## config.mk

```make
export PLATFORM = sky130hd
export DESIGN_NAME = pwm_array
export DESIGN_NICKNAME = d
export VERILOG_FILES = /design/src/rtl/pwm_pkg.sv /design/src/rtl/pwm_channel.sv /design/src/rtl/pwm_array.sv
export SDC_FILE = /design/constraint.sdc
export NUM_CORES = 1
export LEC_CHECK = 0
export BUFFER_PORTS_ARGS = -buffer_cell sky130_fd_sc_hd__clkbuf_2
export CAP_MARGIN = 20
export CORE_ASPECT_RATIO = 1.75
export CORE_MARGIN = 3
export CORE_UTILIZATION = 40
export CTS_CLUSTER_DIAMETER = 150
export CTS_CLUSTER_SIZE = 40
export DETAILED_ROUTE_END_ITERATION = 10
export REMOVE_ABC_BUFFERS = 1
export SYNTH_ARGS = -nofsm -noshare
export SYNTH_HDL_FRONTEND = slang
export SYNTH_SLANG_ARGS = --single-unit
```

## constraint.sdc

```tcl
create_clock -name clk_1Mhz -period 3.4 [get_ports clk_1Mhz]
set_input_delay 0.17 -clock clk_1Mhz [delete_from_list [all_inputs] [get_ports clk_1Mhz]]
set_output_delay 0.17 -clock clk_1Mhz [all_outputs]
set_load 0.05 [all_outputs]
```

## src/rtl/pwm_pkg.sv

```systemverilog
// Shared types and helpers for the PWM array: frame FSM states,
// alignment mode encodings and the centre-aligned offset calculation.
package pwm_pkg;

    typedef enum logic [1:0] {
        ST_IDLE = 2'd0,
        ST_RUN  = 2'd1,
        ST_DONE = 2'd2
    } state_e;

    localparam logic MODE_LEFT   = 1'b0;
    localparam logic MODE_CENTER = 1'b1;

    // Start slot of a centred pulse of width duty inside a period of period slots.
    function automatic int unsigned centre_off(input int unsigned period,
                                               input int unsigned duty);
        return (period - duty) >> 1;
    endfunction

endpackage

```

## src/rtl/pwm_channel.sv

```systemverilog
// One PWM channel: holds its duty register, compares it against the shared
// frame counter and drives a registered pulse output.
module pwm_channel
    import pwm_pkg::*;
#(
    parameter int unsigned WORD_W = 10,
    parameter int unsigned RES_W  = 7
) (
    input  logic              clk_i,
    input  logic              rst_ni,
    input  logic              capture_i,
    input  logic              run_i,
    input  logic              mode_i,
    input  logic [WORD_W-1:0] word_i,
    input  logic [RES_W-1:0]  cnt_i,
    output logic              pwm_o
);

    localparam int unsigned P = 1 << RES_W;

    logic [RES_W-1:0] duty_q, duty_d;
    logic             pwm_q, pwm_d;
    logic [RES_W:0]   off, cnt_x, duty_x;
    logic             hit;
    logic             word_unused;

    // Low-order word bits are below the duty resolution and are discarded.
    assign word_unused = ^word_i;

    // Duty capture and hit test; offset math is one bit wider so duty=0 cannot overflow.
    always_comb begin
        duty_d = duty_q;
        if (capture_i) begin
            duty_d = word_i[WORD_W-1 -: RES_W];
        end
        cnt_x  = {1'b0, cnt_i};
        duty_x = {1'b0, duty_q};
        off    = (RES_W+1)'(centre_off(P, 32'(duty_q)));
        if (mode_i == MODE_CENTER) begin
            hit = (cnt_x >= off) && (cnt_x < off + duty_x);
        end else begin
            hit = (cnt_i < duty_q);
        end
        pwm_d = run_i ? hit : 1'b0;
    end

    // Duty and pulse registers.
    always_ff @(posedge clk_i or negedge rst_ni) begin
        if (!rst_ni) begin
            duty_q <= '0;
            pwm_q  <= 1'b0;
        end else begin
            duty_q <= duty_d;
            pwm_q  <= pwm_d;
        end
    end

    assign pwm_o = pwm_q;

endmodule

```

## src/rtl/pwm_array.sv

```systemverilog
// Multi-channel PWM generator: a shared frame counter and start/done FSM
// drive NCH aligned pulse channels, single-shot or continuous.
module pwm_array
    import pwm_pkg::*;
#(
    parameter int unsigned NCH    = 8,
    parameter int unsigned WORD_W = 10,
    parameter int unsigned RES_W  = 7
) (
    input  logic                  clk_1Mhz,
    input  logic                  reset_n,
    input  logic                  start,
    input  logic                  cont,
    input  logic                  mode,
    input  logic [NCH*WORD_W-1:0] words,
    output logic [NCH-1:0]        pwm,
    output logic                  busy,
    output logic                  done
);

    state_e           state_q, state_d;
    logic [RES_W-1:0] cnt_q, cnt_d;
    logic             busy_q, busy_d;
    logic             done_q, done_d;
    logic             mode_q, mode_d;
    logic             capture;
    logic             run_en;

    // Next-state logic: frame start, per-slot counting, boundary reload or exit.
    always_comb begin
        state_d = state_q;
        cnt_d   = cnt_q;
        busy_d  = busy_q;
        done_d  = 1'b0;
        mode_d  = mode_q;
        capture = 1'b0;
        run_en  = 1'b0;
        case (state_q)
            ST_IDLE: begin
                if (start) begin
                    capture = 1'b1;
                    mode_d  = mode;
                    cnt_d   = '0;
                    busy_d  = 1'b1;
                    state_d = ST_RUN;
                end
            end
            ST_RUN: begin
                run_en = 1'b1;
                cnt_d  = cnt_q + RES_W'(1);
                if (cnt_q == '1) begin
                    if (cont) begin
                        capture = 1'b1;
                        mode_d  = mode;
                        done_d  = 1'b1;
                    end else begin
                        state_d = ST_DONE;
                    end
                end
            end
            ST_DONE: begin
                done_d  = 1'b1;
                busy_d  = 1'b0;
                state_d = ST_IDLE;
            end
            default: begin
                state_d = ST_IDLE;
            end
        endcase
    end

    // FSM, counter and handshake registers.
    always_ff @(posedge clk_1Mhz or negedge reset_n) begin
        if (!reset_n) begin
            state_q <= ST_IDLE;
            cnt_q   <= '0;
            busy_q  <= 1'b0;
            done_q  <= 1'b0;
            mode_q  <= MODE_LEFT;
        end else begin
            state_q <= state_d;
            cnt_q   <= cnt_d;
            busy_q  <= busy_d;
            done_q  <= done_d;
            mode_q  <= mode_d;
        end
    end

    for (genvar i = 0; i < NCH; i++) begin : g_ch
        pwm_channel #(
            .WORD_W (WORD_W),
            .RES_W  (RES_W)
        ) u_ch (
            .clk_i     (clk_1Mhz),
            .rst_ni    (reset_n),
            .capture_i (capture),
            .run_i     (run_en),
            .mode_i    (mode_q),
            .word_i    (words[i*WORD_W +: WORD_W]),
            .cnt_i     (cnt_q),
            .pwm_o     (pwm[i])
        );
    end

    assign busy = busy_q;
    assign done = done_q;

endmodule

```

-- Word-level counts from Yosys, hierarchy flattened
Cells that the tools add are included.
- memory bits (writable): 0
- bits in read-only memories: 0
- input bits: 85
- register bits: 76
- memories kept: 0
- word-level logic and storage cells: 118
- bits in latches: 0
- output and inout bits: 10
- equality and inequality tests: 7
- shift-type cells: 0
- bitwise operators: 0
- multipliers: 0
- divide/modulo/power cells: 0
- add/sub/neg operators: 17
- multiplexer cells: 34
- reduce and logical (&&, ||, !) cells: 15
- $lt $le $gt $ge: 24
- operator list (operator ; number):
    subtractor 8 x 7 -> 9 bit, first input constant ; 8
    adder 8 x 7 -> 8 bit ; 8
    greater-or-equal comparator 7 x 8 -> 1 bit ; 8
    less-than comparator 7 x 8 -> 1 bit ; 8
    less-than comparator 7 bit ; 8
    2-to-1 mux 1 bit ; 24
    case mux 7 bit (2 select lines) ; 1
    logical AND 1 bit ; 8
    inequality test 2 bit, second input constant ; 4
    case mux 1 bit (2 select lines) ; 4
    adder 7 x 1 -> 7 bit, second input constant ; 1
    equality test 7 bit, second input constant ; 1
    2-to-1 mux 7 bit ; 1
    2-to-1 mux 2 bit ; 3
    case mux 2 bit (2 select lines) ; 1
    AND reduction 2 bit ; 2
    AND reduction 4 bit ; 1
    nonzero test 2 bit ; 2
    AND reduction 3 bit ; 1
    equality test 2 x 1 -> 1 bit, second input constant ; 1
    equality test 2 bit, second input constant ; 1
    zero test 2 bit ; 1

-- Longest topological paths before layout
Gate-level depths: netlist of the first run.
- word-level depth: 6
- depth in mapped cells: 17
- mapped depth without buffers: 17

-- Cells and area by module
A second synthesis of the first run with hierarchy kept.
- cells, all modules: 1151
- area, all modules: 9605.5 um^2
- modules (own cells, without submodules) (module ; area an instance (um^2) ; cells an instance ; times used ; seq. area each (um^2)):
    pwm_channel at g_ch[0].u_ch ... ; 1098.6 ; 133 ; 6 ; 200.2
    pwm_channel at g_ch[2].u_ch ; 1163.6 ; 143 ; 1 ; 200.2
    pwm_channel at g_ch[3].u_ch ; 1134.8 ; 135 ; 1 ; 200.2
    pwm_array ; 715.7 ; 75 ; 1 ; 300.3

-- Least setup slack after synthesis of the first run
OpenSTA, ideal clock, no wires.
- kind: register to register
- from: register g_ch[0].u_ch.duty_q[1]
- to: register g_ch[0].u_ch.pwm_q
- data required time: 3.268 ns
- path buffers: 0
- setup time: 0.132 ns
- slack: 0.320 ns
- arrival: 2.947 ns
- period minus slack after synthesis: 3.080 ns
- stages on the path, launching flop included: 15
- cell sequence: dfrtp_1 -> inv_1 -> ha_1 -> xnor2_1 -> fa_1 -> a221o_1 -> o21ai_0 -> o21bai_1 -> a21oi_1 -> xor2_1 -> ha_1 -> nand3_1 -> o21a_1 -> a2111oi_0 -> o31ai_1
- word-level cells in the longest chain between the ends: 6
- elaborated cells between the ends (all ways): 8
- those cells by class: add/sub: 2; order compare: 3; mux: 2; reduce/logical: 1
- ends and longest elaborated chain (element ; RTL line ; RTL):
    start: declaration ; pwm_channel.sv:21 ; logic [RES_W-1:0] duty_q, duty_d;
    start signal: assignment ; pwm_channel.sv:53 ; duty_q <= duty_d;
    subtractor 8 x 7 -> 9 bit ; pwm_pkg.sv:17 ; return (period - duty) >> 1;
    adder 8 x 7 -> 8 bit ; pwm_channel.sv:40 ; hit = (cnt_x >= off) && (cnt_x < off + duty_x);
    less-than comparator 7 x 8 -> 1 bit ; pwm_channel.sv:40 ;
    logical AND 1 bit ; pwm_channel.sv:40 ;
    2-to-1 mux 1 bit (*) ; pwm_channel.sv:39 ; if (mode_i == MODE_CENTER) begin
    2-to-1 mux 1 bit (*) ; pwm_channel.sv:44 ; pwm_d = run_i ? hit : 1'b0;
    via g_ch[0].u_ch.pwm_d ; pwm_channel.sv:22 ; logic pwm_q, pwm_d;
    end signal: assignment ; pwm_channel.sv:54 ; pwm_q <= pwm_d;
    end: declaration ; pwm_channel.sv:22 ;
The timed path passes the listed nets; every way through them passes the cells marked *.
A chain may end at the register's enable or synchronous reset.

-- Final worst setup path of the first run
- from: register g_ch[1].u_ch.duty_q[1]
- to: register g_ch[1].u_ch.pwm_q
- word-level cells in the longest chain between the ends: 6
- elaborated cells between the ends (all ways): 8
- those cells by class: add/sub: 2; order compare: 3; mux: 2; reduce/logical: 1
- ends and longest elaborated chain (element ; RTL line):
    start: declaration ; pwm_channel.sv:21
    start signal: assignment ; pwm_channel.sv:53
    subtractor 8 x 7 -> 9 bit ; pwm_pkg.sv:17
    adder 8 x 7 -> 8 bit ; pwm_channel.sv:40
    less-than comparator 7 x 8 -> 1 bit ; pwm_channel.sv:40
    logical AND 1 bit ; pwm_channel.sv:40
    2-to-1 mux 1 bit (*) ; pwm_channel.sv:39
    2-to-1 mux 1 bit (*) ; pwm_channel.sv:44
    via g_ch[1].u_ch.pwm_d ; pwm_channel.sv:22
    end signal: assignment ; pwm_channel.sv:54
    end: declaration ; pwm_channel.sv:22
Marks and branches as above.

==> run metrics, run 1 <==
Via-to-Cell Ratio=5.27; dpl cells=1480; TritonCTS clock tree=yes; min Tclk post-route=3.20 ns; Synth top area share=28.6%; Slowest cell on crit path=dfrtp_2; final setup vio count=0; Worst-Margin Slew=0.815 ns; Reg clk slew, reported paths=0.06 ns; slack of the critical path=0.198 ns; Multi-input gate area=6970 um2; mean post-synth cell area=8.32 um2; DP Wirelength=17500 um; share of layout cells above drive strength 1=14.5%; IO Pins=95; H-tree depth=3; fmax=0.312 GHz; Crit path arrival time=3.48 ns; synth cell count leaders=ha_1, nand2_1, o21ai_0; Core ar.=22400 um2; die width=121 um; fin util=48.8%; first-pass GRT wire length=39200 um; die area=25000 um2; post-CTS setup buffer count=0; Max Slew Vio Count=0; Fin. Hold Viols=0; CP most frequent cell=ha_1; Reg area=1910 um2; wire per inst=15.2 um; synth top area cells=ha_1, dfrtp_1, xnor2_1; max-cap violation count=0; ANT cells=0; Non-Filler Instances=1527; fill count=2194; CTS Buffer Depth=2; Hold Slack=0.0138 ns; cell breakdown of the critical path=nor3_2 > xnor2_1 > ha_1 > a31o_2 > or4_4 > nand3_1 > xor2_1 > ha_1 > a211o_1 > a31oi_1 > a2111oi_1 > o21ai_1; Pre-antenna DRT Iters=4; post-synth top area cell=ha_1; Setup CP Type=flip-flop to flip-flop; gr usage total=19.5%; fin crit share=94.2%; final setup skew=0.00748 ns; Port Buffers=70; Max stage delay on crit path=0.46 ns; Cell Area, Synth=9230 um2; ys async rst share=100%; synthesized instance count=1109; initial core utilization=41.1%; Ys Warns=0; via count=8048; Unique masters post-synth=70; initial antenna violation count=0; RSZ-0062 raised after global routing=true; CP required=3.68 ns; Sink Count=76; vias in the first global route=8246; nets@finish=1525; Iteration-0 DRC Markers=342; synthesis-stage register bit count=76; number of synthesized flops with an enable pin=0; sequential cell area fraction in the yosys report=20.6%; Routed WL=23300 um; grt ovf=0; status=complete, no violations; Max transition margin=45.6%; worst skew pair latency=0.37 ns; clk root buf=clkbuf_16; largest net degree at the start of global routing=95; DRC=0; die span in y=207 um; ys flop type=dfrtp_1; routability congestion estimate=0.844; most frequent cell after synthesis=ha_1; row count=72; TritonCTS Buffers=9; startpoint types=flip-flop; CP max FO=7; Setup crit end kind=flip-flop; Area Overhead vs Synth=18.6%; Worst Setup Slack post-DPL=0.0157 ns; antenna-violating nets left=0; Worst Hold Class=primary input to flip-flop
final timing paths:
| path | slack, ns | endpoint | cells after the start | from |
|---|---|---|---|---|
| worst max-delay path | 0.20 | g_ch[1].u_ch.pwm_o$_DFF_PN0_ | 12 | g_ch[1].u_ch.duty_q[1]$_DFFE_PN0P_ |
| worst min-delay path | 0.01 | g_ch[0].u_ch.duty_q[3]$_DFFE_PN0P_ | 3 | words[6] |
| worst max register to register | 0.20 | g_ch[1].u_ch.pwm_o$_DFF_PN0_ | 12 | g_ch[1].u_ch.duty_q[1]$_DFFE_PN0P_ |
| worst min register to register | 0.57 | state_q[1]$_DFFE_PN0P_ | 2 | state_q[1]$_DFFE_PN0P_ |
| max in group asynchronous | 2.47 | g_ch[1].u_ch.duty_q[0]$_DFFE_PN0P_ | 3 | reset_n |
| min in group asynchronous | 0.31 | g_ch[2].u_ch.duty_q[1]$_DFFE_PN0P_ | 2 | reset_n |
final cells by class:
cell class | instances | area share, %
multi-input cells | 903 | 63.7
clock inverters | 4 | 0.869
well taps | 296 | 3.38
repair buffers | 136 | 8.85
flip-flops and latches | 76 | 17.5
clock buffers | 12 | 2.34
inverters | 100 | 3.43
placed cells by master (no fill, tap or decap), types with 8 or more instances in the layout:
cell type	n
dlygate4sd3_1	30
o21a_1	9
xnor2_1	65
o21ai_0	102
dfrtp_2	8
xor2_1	24
a21oi_1	71
nor2b_1	9
nand2_1	116
dfrtp_1	68
a211oi_1	10
clkbuf_2	69
nor3_1	15
a21boi_0	8
buf_4	34
inv_1	97
nand2b_1	25
nand3_1	23
nor2_1	54
ha_1	209
a21o_1	42
clkbuf_16	9
per-stage QoR:
step | cell area (um2) | TNS (ns)
after floorplan | 9070 | -205.08
after global placement | 10100 | 0
after detailed placement | 10100 | 0
after CTS | 10700 | 0
after global routing | 10900 | -0.0609
final | 10900 | 0
per-layer routing:
layer | up-vias | routed length, um | GRT usage (%)
met3 | 33 | 526 | 3.14
met2 | 92 | 12500 | 37.6
met1 | 3787 | 9710 | 21.3
li1 | 4136 | - | -
met5 | - | 0 | 0
met4 | 0 | 581 | 6.85
state kept, by name, indices dropped and copies added, names as in the netlist:
name and flops:
g_ch.u_ch.duty_q 56, g_ch.u_ch.pwm_o 8, cnt_q 7, state_q 2, busy 1, done 1, mode_q 1
kinds of logic (layout without fill, tap and decap cells):
family	Yosys count	after routing	share of synthesized area, %
buffers and inverters	130	252	5.76
flip-flops	76	76	20.6
AND/OR/NAND/NOR	283	283	14.4
XOR/XNOR	94	94	8.92
multiplexers	2	2	0.231
AO/OA/AOI/OAI	310	310	20.8
adder cells (fa/ha/maj)	214	214	29.3
critical path, delay by kind of cell, from the launching register on:
kind                     cells  cell delay (ns)
AO/OA/AOI/OAI                5             0.94
AND/OR/NAND/NOR              3             0.74
flip-flops                   1             0.46
XOR/XNOR                     2             0.38
adder cells (fa/ha/maj)      2             0.58
what timing repair did:
action | in CTS | in global routing
gates resized for setup | 1 | 48
hold endpoints to repair | 29 | 35
cloned | 0 | 0
setup endpoints to repair | 1 | 7
pin swaps | 0 | 6
hold buffers | 29 | 1
Power of run 1 is not shown: default switching activity piles up to over one toggle a cycle in this logic, so the estimate is an artifact.
==> inputs of run 2 (changes only) <==
--- a/config.mk
+++ b/config.mk
@@ -9,10 +9,11 @@
 export CAP_MARGIN = 20
 export CORE_ASPECT_RATIO = 1.75
 export CORE_MARGIN = 3
-export CORE_UTILIZATION = 40
+export CORE_UTILIZATION = 55
 export CTS_CLUSTER_DIAMETER = 150
 export CTS_CLUSTER_SIZE = 40
 export DETAILED_ROUTE_END_ITERATION = 10
+export PLACE_DENSITY = 0.75
 export REMOVE_ABC_BUFFERS = 1
 export SYNTH_ARGS = -nofsm -noshare
 export SYNTH_HDL_FRONTEND = slang
==> constraint.sdc (replaced) <==
create_clock -name clk_1Mhz -period 3.2 [get_ports clk_1Mhz]
set_input_delay 0.16 -clock clk_1Mhz [delete_from_list [all_inputs] [get_ports clk_1Mhz]]
set_output_delay 0.16 -clock clk_1Mhz [all_outputs]
set_load 0.05 [all_outputs]
==> run metrics, run 2 (same netlist as run 1, synthesis figures left out) <==
status=complete, but fails checks (was complete, no violations); failing checks=setup timing; Setup CP Type=flip-flop to flip-flop (unchanged); Max stage delay on crit path=0.38 ns (was 0.46 ns); Crit path arrival time=3.49 ns (was 3.48 ns); ANT cells=0 (unchanged); CP max FO=3 (was 7); Worst Hold Class=primary input to flip-flop (unchanged); Sink Count=76 (unchanged); max-cap violation count=0 (unchanged); fill count=1408 (was 2194); fin crit share=102% (was 94.2%); max FFs per register=56 (unchanged); RSZ-0062 raised after global routing=true (unchanged); Max Slew Vio Count=0 (unchanged); antenna-violating nets left=0 (unchanged); Port Buffers=70 (unchanged); Iteration-0 DRC Markers=326 (was 342); TritonCTS Buffers=9 (unchanged); routability congestion estimate=0.878 (was 0.844); vias in the first global route=8272 (was 8246); CTS Buffer Depth=2 (unchanged); initial core utilization=56.1% (was 41.1%); gr usage total=24.8% (was 19.5%); wire per inst=15.4 um (was 15.2 um); Reg area=1910 um2 (about the same); via count=8295 (was 8048); Multi-input gate area=7150 um2 (was 6970 um2); Core ar.=16400 um2 (was 22400 um2); most flop-heavy register=g_ch.u_ch.duty_q (unchanged); first-pass GRT wire length=37700 um (was 39200 um); CP delay by family, top=compound AO/OA/AOI/OAI gates (unchanged); Routed WL=22600 um (was 23300 um); startpoint types=flip-flop (unchanged); Via-to-Cell Ratio=5.64 (was 5.27); Worst Setup Slack post-DPL=-0.0882 ns (was 0.0157 ns); slack of the critical path=-0.0666 ns (was 0.198 ns); most frequent cells in the layout=ha_1, nand2_1, o21ai_0, inv_1, buf_4 (was ha_1, nand2_1, o21ai_0, inv_1, a21oi_1); fmax=0.306 GHz (was 0.312 GHz); cell breakdown of the critical path=inv_1 > ha_2 > xnor2_2 > buf_4 > fa_1 > a221o_1 > o21ai_2 > o21bai_1 > a21oi_1 > xor2_1 > ha_1 > nand3_1 > o21a_1 > a2111oi_4 > o31ai_1 (was nor3_2 > xnor2_1 > ha_1 > a31o_2 > or4_4 > nand3_1 > xor2_1 > ha_1 > a211o_1 > a31oi_1 > a2111oi_1 > o21ai_1); Max transition margin=48.1% (was 45.6%); final setup vio count=1 (was 0); initial antenna violation count=0 (unchanged); Pre-antenna DRT Iters=5 (was 4); Slowest cell on crit path=fa_1 (was dfrtp_2); H-tree depth=3 (unchanged); DRC=0 (unchanged); die span in y=177 um (was 207 um); nets@finish=1544 (was 1525); TritonCTS clock tree=yes (unchanged); row count=62 (was 72); Reg clk slew, reported paths=0.06 ns (about the same); grt ovf=0 (unchanged); Worst-Margin Slew=0.778 ns (was 0.815 ns); CP required=3.42 ns (was 3.68 ns); min Tclk post-route=3.27 ns (was 3.20 ns); die area=18400 um2 (was 25000 um2); Fin. Hold Viols=0 (unchanged); die width=104 um (was 121 um); r2r setup slk=-0.07 ns (was 0.20 ns); worst skew pair latency=0.35 ns (was 0.37 ns); share of layout cells above drive strength 1=20.1% (was 14.5%); Area Overhead vs Synth=19.2% (was 18.6%); IO Pins=95 (unchanged); Buf+Inv Stages, Crit Path=2 (was 0); DP Wirelength=17200 um (was 17500 um); final setup skew=0.00571 ns (was 0.00748 ns); largest net degree at the start of global routing=46 (was 95); commonest non-fill, non-tap cell in the layout=ha_1 (unchanged); clk root buf=clkbuf_16 (unchanged); Setup crit end kind=flip-flop (unchanged)
## run 2: cell count changes in the layout (fill, tap and decap cells not counted), moves of 4 or more
| cell | change |
|---|---|
| nor2_2 | +4 |
| ha_2 | +5 |
| dfrtp_2 | -5 |
| xnor2_1 | -6 |
| dfrtp_1 | +5 |
| xnor2_2 | +6 |
| inv_1 | -4 |
| nor2_1 | -4 |
| dlygate4sd3_1 | -28 |
| inv_2 | +4 |
| a21oi_1 | -4 |
| buf_4 | +48 |
| nor3_4 | +4 |
| ha_1 | -6 |
## run 2: repair_timing
item,CTS,global route
resized for setup,11,75
gates cloned,0,0
buffers inserted,0,14
pin swaps,2,27
hold endpoints to repair,44,0
hold buffers,2,0
endpoints found under the setup margin,2,8
## run 2: worst min-delay path: stages
cell,delay [ns]
clkbuf_2,0.07
nand2_1,0.03
o21ai_0,0.05
## run 2: per-stage QoR
stage                     std cells  hold slack, ns  cell area, um2  TNS, ns  utilization (%)
after floorplan                1079          -0.136            9070  -216.28                -
after global placement         1442           0.225           10200  -0.0342             62.3
after detailed placement       1442           0.227           10200   -0.140             62.3
after CTS                      1458        0.000369           10600        0             64.4
after global routing           1472          0.0193           11000   -0.200             66.9
final                          1472         0.00499           11000  -0.0666             66.9
## run 2: final cells by class
class                   instances  share of cell area (%)
well taps                     224                    2.55
inverters                     100                    3.41
flip-flops and latches         76                    17.3
repair buffers                155                    9.20
clock buffers                  12                    2.42
clock inverters                 2                  0.0910
multi-input cells             903                    65.0
## run 2: routing by layer
metal	vias to the layer above	global-route usage [%]	share of wire, %
li1	4191	-	-
met1	3909	26.5	40
met2	132	48.7	54
met3	63	2.51	2.5
met4	0	11.1	3.5
met5	-	0	0
## run 2: worst paths after layout
check	cells past startpoint	start	to
worst min register to register	2	busy$_DFFE_PN0P_	busy$_DFFE_PN0P_
worst max-delay path	15	g_ch[0].u_ch.duty_q[0]$_DFFE_PN0P_	g_ch[0].u_ch.pwm_o$_DFF_PN0_
worst min-delay path	3	words[47]	g_ch[4].u_ch.duty_q[4]$_DFFE_PN0P_
min in group asynchronous	2	reset_n	g_ch[4].u_ch.duty_q[3]$_DFFE_PN0P_
worst max register to register	15	g_ch[0].u_ch.duty_q[0]$_DFFE_PN0P_	g_ch[0].u_ch.pwm_o$_DFF_PN0_
max in group asynchronous	3	reset_n	g_ch[6].u_ch.duty_q[0]$_DFFE_PN0P_
Power of run 2 is left out for the same reason.
